`src/rtl/if_fetch_buf.sv`:
```
// ---------------------------------------------------------------------------
// if_fetch_buf
//
// In-order instruction fetch buffer between the PC register and the IF/ID
// register. Each fetch PC gets a bus request with a req/gnt handshake. Up to
// DEPTH fetches are held in a circular buffer, either still waiting on the bus
// or already returned. Returned instructions go to decode in program order.
// A flush or branch redirect empties the buffer. Responses still in flight
// for the discarded fetches are counted in drop_cnt and thrown away on return.
//
// Parameters
//   DEPTH     buffer entries (power of two, 2..8)
//   NOP_INST  value on inst_o when no instruction is valid
//
// Ports
//   clk, rst_n          core clock, asynchronous active-low reset
//   pc_i, ce_i          fetch address and fetch enable from the PC register
//   stalled_i           IF/ID stall; the head is not consumed while high
//   flush_i             pipeline flush
//   ex_branch_flag_i    branch redirect from EX; behaves exactly like flush_i
//   ibus_req_o/addr_o   bus request and word-aligned bus address
//   ibus_gnt_i          bus accepted the request this cycle
//   ibus_rvalid_i/rdata_i  in-order bus response
//   pc_stall_o          fetch not accepted; hold the PC register
//   inst_valid_o        head entry has returned and can be delivered
//   inst_o, inst_addr_o head instruction and its address (NOP_INST / 0 if none)
//
// Optional feature (macro FETCH_MISALIGN_CHK_EN)
//   Adds inst_misalign_o. A misaligned pc_i issues no bus request. It takes an
//   entry at once, already filled with NOP_INST and flagged misaligned.
// ---------------------------------------------------------------------------
module if_fetch_buf #(
    parameter int unsigned DEPTH    = 2,
    parameter logic [31:0] NOP_INST = 32'h0000_0013
) (
    input  logic        clk,
    input  logic        rst_n,
    input  logic [31:0] pc_i,
    input  logic        ce_i,
    input  logic        stalled_i,
    input  logic        flush_i,
    input  logic        ex_branch_flag_i,
    output logic        ibus_req_o,
    output logic [31:0] ibus_addr_o,
    input  logic        ibus_gnt_i,
    input  logic        ibus_rvalid_i,
    input  logic [31:0] ibus_rdata_i,
    output logic        pc_stall_o,
    output logic        inst_valid_o,
    output logic [31:0] inst_o,
    output logic [31:0] inst_addr_o
`ifdef FETCH_MISALIGN_CHK_EN
    ,
    output logic        inst_misalign_o
`endif
);

    localparam int unsigned AW      = $clog2(DEPTH);
    localparam int unsigned PW      = AW + 1;
    localparam logic [PW:0] DEPTH_X = (PW+1)'(DEPTH);

    logic [31:0]    addr_q [DEPTH];
    logic [31:0]    data_q [DEPTH];
    logic [DEPTH-1:0] filled_q;
`ifdef FETCH_MISALIGN_CHK_EN
    logic [DEPTH-1:0] misal_q;
`endif

    logic [PW-1:0]  wr_ptr, fill_ptr, rd_ptr, drop_cnt;
    logic [PW-1:0]  occ, span, pend, fill_idx, cand;
    logic [PW:0]    occ_sum;
    logic [AW-1:0]  wr_idx, rd_idx, fill_slot;
    logic           kill, room, mis_pc, alloc, drop_zero;
    logic           rsp_fill, rsp_drop, fill_hit, pop;

    assign kill      = flush_i | ex_branch_flag_i;
    assign occ       = wr_ptr - rd_ptr;
    assign occ_sum   = {1'b0, occ} + {1'b0, drop_cnt};
    // Responses owed to flushed fetches still hold a slot of bus credit.
    assign room      = occ_sum < DEPTH_X;
    assign wr_idx    = wr_ptr[AW-1:0];
    assign rd_idx    = rd_ptr[AW-1:0];
    assign drop_zero = (drop_cnt == '0);

`ifdef FETCH_MISALIGN_CHK_EN
    assign mis_pc = (pc_i[1:0] != 2'b00);
`else
    assign mis_pc = 1'b0;
`endif

    assign ibus_req_o  = ce_i & ~kill & room & ~mis_pc;
    assign ibus_addr_o = {pc_i[31:2], 2'b00};
    assign alloc       = (ibus_req_o & ibus_gnt_i) | (ce_i & ~kill & room & mis_pc);
    assign pc_stall_o  = ce_i & ~alloc & ~kill;

    // The next response goes to the oldest entry that is still unfilled.
    // Entries that were pre-filled at allocation are skipped. pend counts the
    // outstanding entries a kill has to turn into drops.
    always_comb begin
        span     = wr_ptr - fill_ptr;
        fill_idx = fill_ptr;
        fill_hit = 1'b0;
        pend     = '0;
        cand     = '0;
        for (int i = 0; i < int'(DEPTH); i++) begin
            cand = fill_ptr + PW'(i);
            if ((PW'(i) < span) && !filled_q[cand[AW-1:0]]) begin
                pend = pend + PW'(1);
                if (!fill_hit) begin
                    fill_idx = cand;
                    fill_hit = 1'b1;
                end
            end
        end
    end

    assign fill_slot = fill_idx[AW-1:0];
    assign rsp_drop  = ibus_rvalid_i & ~drop_zero;
    assign rsp_fill  = ibus_rvalid_i & drop_zero & ~kill & fill_hit;

    assign inst_valid_o = (occ != '0) & filled_q[rd_idx];
    assign inst_o       = inst_valid_o ? data_q[rd_idx] : NOP_INST;
    assign inst_addr_o  = inst_valid_o ? addr_q[rd_idx] : 32'h0;
    assign pop          = inst_valid_o & ~stalled_i & ~kill;
`ifdef FETCH_MISALIGN_CHK_EN
    assign inst_misalign_o = inst_valid_o & misal_q[rd_idx];
`endif

    always_ff @(posedge clk or negedge rst_n) begin
        if (!rst_n) begin
            wr_ptr   <= '0;
            fill_ptr <= '0;
            rd_ptr   <= '0;
            drop_cnt <= '0;
            filled_q <= '0;
        end else if (kill) begin
            rd_ptr   <= wr_ptr;
            fill_ptr <= wr_ptr;
            // Every outstanding fetch becomes a drop. A response arriving this
            // cycle pays off one owed response, whether it was already a drop
            // or belonged to a fetch that is being flushed.
            drop_cnt <= drop_cnt + pend - PW'(ibus_rvalid_i);
        end else begin
            wr_ptr <= wr_ptr + PW'(alloc);
            rd_ptr <= rd_ptr + PW'(pop);
            if (rsp_fill) begin
                fill_ptr            <= fill_idx + PW'(1);
                filled_q[fill_slot] <= 1'b1;
            end
            if (rsp_drop) begin
                drop_cnt <= drop_cnt - PW'(1);
            end
            if (alloc) begin
                filled_q[wr_idx] <= mis_pc;
            end
        end
    end

    // The payload needs no reset; the filled bits decide what is visible.
    always_ff @(posedge clk) begin
        if (alloc) begin
            addr_q[wr_idx] <= pc_i;
`ifdef FETCH_MISALIGN_CHK_EN
            misal_q[wr_idx] <= mis_pc;
            if (mis_pc) begin
                data_q[wr_idx] <= NOP_INST;
            end
`endif
        end
        if (rsp_fill) begin
            data_q[fill_slot] <= ibus_rdata_i;
        end
    end

endmodule
```
`config.mk`:
```
export PLATFORM = sky130hd
export DESIGN_NAME = if_fetch_buf
export DESIGN_NICKNAME = d
export VERILOG_FILES = /design/src/rtl/if_fetch_buf.sv
export SDC_FILE = /design/constraint.sdc
export NUM_CORES = 1
export LEC_CHECK = 0
export BUFFER_PORTS_ARGS = -buffer_cell sky130_fd_sc_hd__clkbuf_2
export CORE_ASPECT_RATIO = 1.25
export CORE_MARGIN = 1.5
export CORE_UTILIZATION = 52
export CTS_CLUSTER_DIAMETER = 150
export DETAILED_ROUTE_END_ITERATION = 8
export PLACE_DENSITY = 0.91
export SLEW_MARGIN = 5
export SYNTH_ARGS = -nofsm -noshare
export SYNTH_HDL_FRONTEND = slang
export SYNTH_SLANG_ARGS = --single-unit
export TNS_END_PERCENT = 5
```
`constraint.sdc`:
```
create_clock -name clk -period 4.9 [get_ports clk]
set_input_delay 0.735 -clock clk [delete_from_list [all_inputs] [get_ports clk]]
set_output_delay 0.735 -clock clk [all_outputs]
set_load 0.1 [all_outputs]
```
==> out/results.ini <==
[floorplanning]
die_w_microns=98.19
fp.dieArea_sq_um=11980
start_util_pct=53.14
core_area_sq_um=11080
rows=43
ios=171
die_h_microns=122.0

[synth]
ys_ff_latch=138
ys_warn_count=0
synth_top_cell_by_area=edfxtp_1
netlist_area_sq_um=5889
synth-edff-count=128
synth_area_leaders=edfxtp_1 (65%), mux2i_1 (11%), nor2_1 (4.7%)
syn_inst=401
synthArstFlopShare_pct=7.246
synth_cell_types=35
synth_commonest_cells=edfxtp_1 (128), nor2_1 (73), mux2i_1 (62)
syn_area_per_cell_sq_um=14.69
synth_top_area_share_pct=65.26
synth_top_flop_cell=edfxtp_1
ys_seq_area_share_pct=69.51
yosysMostFrequentCell=edfxtp_1

[clock_network]
cts_hold_buf=0
root_buffer=clkbuf_16
clkSlewWorstSetupHoldPaths_ns=0.06
numClockSinks=138
cts_buffer_depth=2
cts_made_buffers=17
postCtsResizedCells=0
cts_tree=built
htree_levels=4
post_cts_buffers=0
clk-insertion-delay-late_ns=0.41

[finish]
insertedDiodeCount=0
fillCellCount=820
multiInputGateArea_sq_um=1425
regArea_sq_um=4098
drive_gt1_share_pct=36.85
areaGrowthSynthToFinish_pct=21.99
final_area_sq_um=7184
final_nets=629

[global_route]
grt_max_degree=68
grt_overflow_total=0
grt_pass1_wl_microns=17080
track_usage_pct=18.55
antenna_found_initial=0
grt_pass1_vias=3595

[flow_run]
maxCapViolations=0

[worst_setup_path]
slowest_stage=a221o_2
worst-path-buf-inv=3
max_stage_delay_ns=0.68
cp-start-kind=flop
crit_arrival_ns=3.15
cp_top_family=buffers and inverters
critPathRequiredTime_ns=4.16
endpoint_kind=output pin
crit_type=reg -> out
critPathMaxFanout=36
path_cells=inv_1, ha_1, xnor2_1, a221o_2, buf_4, a211o_1, clkbuf_2

[sta]
report.final.setup_viol=0
timing.final.hold_violations=0
rsz0062_at_grt=false
worst_clock_skew_ns=0.008550
setup_slack_ns=1.012
worst_pin_slew_ns=1.100
slew_viol_final=0
finalCritPeriodShare_pct=79.36
fmax_mhz=257.2
period_needed_ns=3.889
slew_headroom_pct=26.67
worst_hold_slack_ns=0.1915
setup_tns_ns=0

[route]
wl_met3_microns=807
drt_iter0_drc=206
wl_met2_microns=5672
dr.pass1.iters=5
routed.top_layer=met4
vias=3613
via_per_inst=5.206
wl_per_cell_microns=15.71
antenna_left=0
route.detailed.drc=0
wl_microns=10900
wl_met1_microns=4238

[placement]
port-buffer-count=168
dp_hpwl_microns=7366
dpl_cell_area_sq_um=6623
pre_cts_slack_ns=1.431
gp_congestion=0.7622

[hold_path]
hold_path_class=in -> async

[status]
status=finished, final reports clean

[worst reg2reg max path: stages (launching register included)]
cell and delay, ns:
dfrtp_1 0.40, inv_1 0.11, ha_1 0.32, nand2b_1 0.16
fa_1 0.50, nand2_1 0.08, nor3_1 0.51, ha_1 0.27
buf_4 0.40, nand2_1 0.14, xnor2_1 0.15
[final cells by class]
cell class	instances	area share, %
sequential	138	57.04
timing repair buffer	174	12.33
clock buffer	20	6.078
inverter	12	0.6270
clock inverter	12	1.742
tap	135	2.351
multi-input combinational	203	19.84
[logic make-up after synthesis]
family / share of synthesized area, %
DFF: 69.51
xor gates and xnor gates: 1.721
buffers and inverters: 6.458
AOI/OAI and AO/OA: 2.379
other: 0.06367
and+or+nand+nor: 6.862
adders and majority gates: 2.464
muxes: 10.54
[worst paths after layout]
path                       cells past startpoint            start  slack (ns)           end
min reg2reg                                    1        wr_ptr[1]        0.60     wr_ptr[1]
max                                            7        wr_ptr[0]        1.01     inst_o[4]
min                                            1            rst_n        0.19     wr_ptr[0]
min in group clk                               1  ibus_rdata_i[8]        0.52  data_q[0][8]
max in group asynchronous                      1            rst_n        4.46     rd_ptr[0]
max reg2reg                                   10        wr_ptr[0]        1.74     wr_ptr[1]
[registers in the layout, indices dropped and copies added (netlist names)]
name,count
addr_q,64
data_q,64
drop_cnt,2
fill_ptr,2
filled_q,2
rd_ptr,2
wr_ptr,2
[metrics by stage]
step / instances / util (%)
floorplan: 402 / -
global placement: 662 / 59.75
detailed placement: 662 / 59.75
CTS: 694 / 64.82
global route: 694 / 64.82
finish: 694 / 64.82
[placed cells by master (no fill, tap or decap), types with 2 or more instances in the layout]
master      count
xnor2_1         8
nor2b_1         4
a211o_1         4
mux2i_1        62
edfxtp_1      128
a211oi_1        2
buf_4           6
o21ai_0         5
a21oi_1         4
clkinv_2        4
dfrtp_1         9
ha_1           10
clkbuf_2      168
conb_1          2
clkinv_4        2
nand2b_1        2
bufinv_16       2
clkbuf_1        3
clkbuf_16      17
inv_1          12
nor2_1         73
clkinvlp_4      2
nor3_1          2
nand3_1         2
nand2_1         9
[routing by layer]
layer,global-route usage [%],vias up
met4,7.923,0
met1,21.28,1739
met3,6.024,18
li1,-,1693
met2,32.03,163
met5,0,-
Power is not shown: default switching activity piles up to over one toggle a cycle in this logic, so the estimate is an artifact.
